--- src/rtl/game_pkg.sv ---
// Shared types and constants for the game session logic.
package game_pkg;

  typedef enum logic [2:0] {
    ST_IDLE,
    ST_PLAY,
    ST_HOLD_WIN,
    ST_HOLD_LOSE,
    ST_GAME_OVER
  } game_state_t;

  localparam logic [1:0] BANNER_NONE = 2'd0;
  localparam logic [1:0] BANNER_WIN  = 2'd1;
  localparam logic [1:0] BANNER_LOSE = 2'd2;
  localparam logic [1:0] BANNER_OVER = 2'd3;

  localparam int LIVES_INIT_DEF = 3;
  localparam int MAX_LEVEL_DEF  = 7;

  function automatic logic [1:0] banner_of(input game_state_t st);
    case (st)
      ST_HOLD_WIN:  banner_of = BANNER_WIN;
      ST_HOLD_LOSE: banner_of = BANNER_LOSE;
      ST_GAME_OVER: banner_of = BANNER_OVER;
      default:      banner_of = BANNER_NONE;
    endcase
  endfunction

endpackage

--- src/rtl/frame_hold_counter.sv ---
// Counts start_of_frame pulses while not cleared; done fires on the HOLD_FRAMES-th pulse.
module frame_hold_counter #(
  parameter int HOLD_FRAMES = 60
) (
  input  logic clk,
  input  logic resetN,
  input  logic clear,
  input  logic start_of_frame,
  output logic done
);

  localparam int CW = (HOLD_FRAMES > 1) ? $clog2(HOLD_FRAMES) : 1;
  localparam logic [CW-1:0] LAST = CW'(HOLD_FRAMES - 1);

  logic [CW-1:0] cnt;

  always_ff @(posedge clk or negedge resetN) begin
    if (!resetN)             cnt <= '0;
    else if (clear)          cnt <= '0;
    else if (start_of_frame) cnt <= cnt + 1'b1;
  end

  assign done = ~clear & start_of_frame & (cnt == LAST);

endmodule

--- src/rtl/game_status_manager.sv ---
// Session state downstream of the game FSM: lives, level, score, banner hold and restart.
module game_status_manager
  import game_pkg::*;
#(
  parameter int LIVES_INIT  = LIVES_INIT_DEF,
  parameter int MAX_LEVEL   = MAX_LEVEL_DEF,
  parameter int HOLD_FRAMES = 60,
  parameter int SCORE_W     = 10
) (
  input  logic               clk,
  input  logic               resetN,
  input  logic               start_of_frame,
  input  logic               win,
  input  logic               lose,
  input  logic               start_key,
  output logic               run,
  output logic               frog_restart,
  output logic [3:0]         speed,
  output logic [1:0]         lives,
  output logic [2:0]         level,
  output logic [SCORE_W-1:0] score,
  output logic [1:0]         banner,
  output logic               game_over
);

  game_state_t        state, state_nxt;
  logic [1:0]         lives_nxt;
  logic [2:0]         level_nxt, level_inc;
  logic [SCORE_W-1:0] score_nxt, score_win;
  logic [SCORE_W:0]   score_sum;
  logic               restart_nxt;
  logic               key_q, start_edge;
  logic               hold_clear, hold_done;

  // Edge flop resets high so a key held through reset is not a press.
  always_ff @(posedge clk or negedge resetN) begin
    if (!resetN) key_q <= 1'b1;
    else         key_q <= start_key;
  end
  assign start_edge = start_key & ~key_q;

  assign hold_clear = (state != ST_HOLD_WIN) && (state != ST_HOLD_LOSE);

  frame_hold_counter #(.HOLD_FRAMES(HOLD_FRAMES)) u_hold (
    .clk            (clk),
    .resetN         (resetN),
    .clear          (hold_clear),
    .start_of_frame (start_of_frame),
    .done           (hold_done)
  );

  assign score_sum = {1'b0, score} + (SCORE_W+1)'(level) + 1'b1;
  assign score_win = score_sum[SCORE_W] ? '1 : score_sum[SCORE_W-1:0];
  assign level_inc = (level >= 3'(MAX_LEVEL)) ? 3'(MAX_LEVEL) : level + 3'd1;

  always_comb begin
    state_nxt   = state;
    lives_nxt   = lives;
    level_nxt   = level;
    score_nxt   = score;
    restart_nxt = 1'b0;
    case (state)
      ST_IDLE: begin
        if (start_edge) begin
          state_nxt   = ST_PLAY;
          restart_nxt = 1'b1;
        end
      end
      ST_PLAY: begin
        if (lose) begin
          lives_nxt = lives - 2'd1;
          state_nxt = (lives == 2'd1) ? ST_GAME_OVER : ST_HOLD_LOSE;
        end else if (win) begin
          score_nxt = score_win;
          level_nxt = level_inc;
          state_nxt = ST_HOLD_WIN;
        end
      end
      ST_HOLD_WIN, ST_HOLD_LOSE: begin
        if (hold_done) begin
          state_nxt   = ST_PLAY;
          restart_nxt = 1'b1;
        end
      end
      ST_GAME_OVER: begin
        if (start_edge) begin
          state_nxt   = ST_PLAY;
          restart_nxt = 1'b1;
          lives_nxt   = 2'(LIVES_INIT);
          level_nxt   = '0;
          score_nxt   = '0;
        end
      end
      default: state_nxt = ST_IDLE;
    endcase
  end

  // Outputs are decoded from next-state values so they land with the state.
  always_ff @(posedge clk or negedge resetN) begin
    if (!resetN) begin
      state        <= ST_IDLE;
      run          <= 1'b0;
      frog_restart <= 1'b0;
      lives        <= 2'(LIVES_INIT);
      level        <= '0;
      speed        <= 4'd1;
      score        <= '0;
      banner       <= BANNER_NONE;
      game_over    <= 1'b0;
    end else begin
      state        <= state_nxt;
      run          <= (state_nxt == ST_PLAY);
      frog_restart <= restart_nxt;
      lives        <= lives_nxt;
      level        <= level_nxt;
      speed        <= 4'(level_nxt) + 4'd1;
      score        <= score_nxt;
      banner       <= banner_of(state_nxt);
      game_over    <= (state_nxt == ST_GAME_OVER);
    end
  end

endmodule
--- config.mk ---
export PLATFORM = sky130hd
export DESIGN_NAME = game_status_manager
export DESIGN_NICKNAME = d
export VERILOG_FILES = /design/src/rtl/game_pkg.sv /design/src/rtl/frame_hold_counter.sv /design/src/rtl/game_status_manager.sv
export SDC_FILE = /design/constraint.sdc
export NUM_CORES = 1
export LEC_CHECK = 0
export BUFFER_PORTS_ARGS = -buffer_cell sky130_fd_sc_hd__buf_2
export CAP_MARGIN = 20
export CORE_MARGIN = 10
export CORE_UTILIZATION = 49
export CTS_CLUSTER_DIAMETER = 30
export DETAILED_ROUTE_END_ITERATION = 8
export PLACE_DENSITY = 0.74
export SYNTH_ARGS = -nofsm -noshare
export SYNTH_HDL_FRONTEND = slang
export SYNTH_SLANG_ARGS = --single-unit
--- constraint.sdc ---
create_clock -name clk -period 1.99 [get_ports clk]
set_clock_uncertainty 0.2 [all_clocks]
set_input_delay 0.398 -clock clk [delete_from_list [all_inputs] [get_ports clk]]
set_output_delay 0.398 -clock clk [all_outputs]
set_load 0.005 [all_outputs]
==> run_results.csv <==
group,metric,value,unit
yosys,synth.net_count,177,
timing,maxSlewViolCount,0,
yosys,ys_top_cells_by_area,"dfrtp_1 44%, dfstp_2 6.1%, ha_1 5.8%, a31oi_1 3.6%, a21oi_1 3.2%",
setup_path,worstRegToRegCells,5,
floorplanning,start_util,0.513,
power,p_clk_frac,0.184,
grt,grt_max_degree,19,
power,finalPower,3.54,mW
cts,path_clk_slew,0.12,ns
timing,setup_violations,3,
grt,grt_overflow,0,
floorplanning,die_w,79.3,µm
floorplanning,ios,30,
timing,max_freq,485,MHz
run,maxCapViolations,0,
power,switching_share,0.371,
floorplanning,design.core.area,3360,µm²
setup_path,r2r-start,"level[2]",
yosys,synth-edff-count,0,
floorplanning,die-area,6290,µm²
floorplanning,placementRows,21,
yosys,synth_flop_cell,"dfrtp_1",
cts,cts-root-buf,"clkbuf_4",
min_path,whs_endpoint,"u_hold.cnt[0]",
setup_path,cp.required,2.05,ns
placement,gp_congestion,0.908,
grt,grt_pass1_vias,1527,
layout,layout.area.seq,860,µm²
power,internal_power,2.23,mW
min_path,min_path_cells,3,
power,power.density,1450,nW/µm²
cts,cts_max_level,2,
power,ir_worst_vdd,1.01,mV
setup_path,end_kind,"flip-flop",
timing,rsz0062_at_grt,"true",
setup_path,r2r-end,"score[5]",
placement,numPortBuffers,29,
yosys,syn_area_per_cell,10.6,µm²
yosys,synth_cell_types,44,
grt,grt_usage,0.142,
yosys,ys_seq_area_frac,0.496,
status,violations,"setup timing",
min_path,hold_class,"input port to flip-flop",
power,power.switching,1.32,mW
yosys,syn_area,1720,µm²
cts,clockBufferDepth,2,
timing,hold_ws,0.195,ns
placement,pre_cts_slack,-0.0294,ns
setup_path,reg2reg_setup_slack,-0.07,ns
grt,antenna_found_initial,0,
placement,dp_hpwl,2.97,mm
cts,tritoncts,"done",
timing,final_hold_viol_count,0,
timing,setup_ws,-0.0699,ns
layout,drive_gt1_frac,0.472,
timing,period_needed,2.06,ns
layout,num_antenna_cells,0,
setup_path,path_class,"flip-flop to flip-flop",
setup_path,path_max_fanout,8,
yosys,synthArstFlopShare,1.00,
cts,cts_buffers,5,
yosys,yosys_warnings,0,
yosys,synth.top_cell.area_share,0.435,
layout,multi_input_area,955,µm²
power,combPwrFrac,0.498,
layout,fin_nets,243,
timing,tightest_slew,0.428,ns
yosys,ys_seq_elements,34,
power,seqPwrFrac,0.318,
detailed_routing,drc,0,
detailed_routing,postRouteAntennaNets,0,
cts,worstSkewPairLatency,0.35,ns
layout,fill_cells,234,
detailed_routing,drt_iter0_drc,97,
setup_path,startpoint_type,"flip-flop",
floorplanning,die_h,79.3,µm
timing,relSlewSlack,0.714,
setup_path,worst_ep_arrival_time,2.12,ns
yosys,syn_inst,162,
min_path,min_from,"start_of_frame",
yosys,synth_commonest_cells,"30 x dfrtp_1, 12 x nor2_1, 11 x a21oi_1",
grt,grt_pass1_wl,7.18,mm
detailed_routing,wl,4.80,mm
status,status,"finished, violations left",
detailed_routing,dr.pass1.iters,4,
layout,area_growth_syn_to_layout,41.6,%
yosys,yosys.area.top_type,"dfrtp_1",
detailed_routing,avgViaCountPerCell,5.68,
detailed_routing,num_vias,1561,
power,leakage,1.13,nW
detailed_routing,wl_per_cell,17.5,µm
yosys,synth.most_common_cell,"dfrtp_1",
timing,totalNegativeSetupSlack,-0.0793,ns
timing,period_share,1.04,
cts,clock_sinks,34,
-- metrics by stage --
stage | cells | utilization | area [µm²]
after floorplan | 162 | - | 1760
after global routing | 275 | 0.726 | 2440
after detailed placement | 246 | 0.612 | 2060
after CTS | 265 | 0.674 | 2270
final | 275 | 0.726 | 2440
after global placement | 246 | 0.612 | 2060
-- final cells by class --
class                   count  area share
clock inverters             3      0.0282
well taps                  46      0.0236
inverters                   8      0.0123
repair buffers             64       0.177
clock buffers               5      0.0154
multi-input cells         115       0.391
flip-flops and latches     34       0.352
-- critical path, cell delays in order, from the launching register on --
cell and delay, ns:
dfrtp_2 0.46, ha_4 0.30, nand3b_1 0.15, a211oi_4 0.43, a31oi_1 0.16, a311oi_1 0.28
-- placed cells by master (no fill, tap or decap), types with 5 or more instances in the layout --
master,count
nand2b_1,7
inv_1,7
clkbuf_4,5
buf_2,29
and4_1,5
xor2_1,5
nand2_1,6
nor2_1,11
buf_4,30
dfrtp_1,27
a21oi_1,7
a31oi_1,8
-- logic make-up (layout without fill, tap and decap cells) --
group	after synthesis	count (layout)	share of synthesized area
xor+xnor	6	6	0.0305
compound gates	42	42	0.173
buf+inv	13	80	0.0319
simple gates	57	57	0.192
fa+ha+maj	9	9	0.0697
mux	1	1	0.00581
flops	34	34	0.496
-- power by group through the flow --
stage | Combinational, mW | Clock [mW] | Sequential [mW]
global placement | 1.22 | 0 | 1.12
CTS | 1.44 | 0.666 | 1.11
global route | 1.93 | 0.705 | 1.15
finish | 1.77 | 0.653 | 1.13
detailed placement | 1.27 | 0 | 1.14
floorplan | 0.786 | 0 | 1.14
-- worst max path at each step --
stage / from / to
finish: level[2] / score[5]
global route: level[2] / score[5]
CTS: level[1] / speed[2]
detailed placement: level[0] / speed[2]
global placement: level[1] / speed[2]
floorplan: level[0] / score[4]
-- routing by layer --
layer	global-route usage	wire, µm	up-vias	part of all wire
met3	0.0574	276	15	0.057
li1	-	-	727	-
met4	0.0627	188	0	0.039
met2	0.235	2410	44	0.50
met1	0.158	1930	775	0.40
met5	0	0	-	0
-- registers in the layout (all words and copies together) (netlist names) --
register,flops
speed,4
key_q,1
u_hold.cnt,6
frog_restart,1
banner,2
run,1
game_over,1
lives,2
state,3
score,10
level,3
-- repair_timing --
| action | 4_1_cts | 5_1_grt |
|---|---|---|
| hold endpoints to repair | 15 | 0 |
| gates resized for setup | 5 | 19 |
| endpoints found under the setup margin | 6 | 15 |
| hold buffers | 2 | 0 |
| setup buffers | 9 | 10 |
| pin swaps | 5 | 10 |
Note: power is estimated with default switching activity, not from simulation.
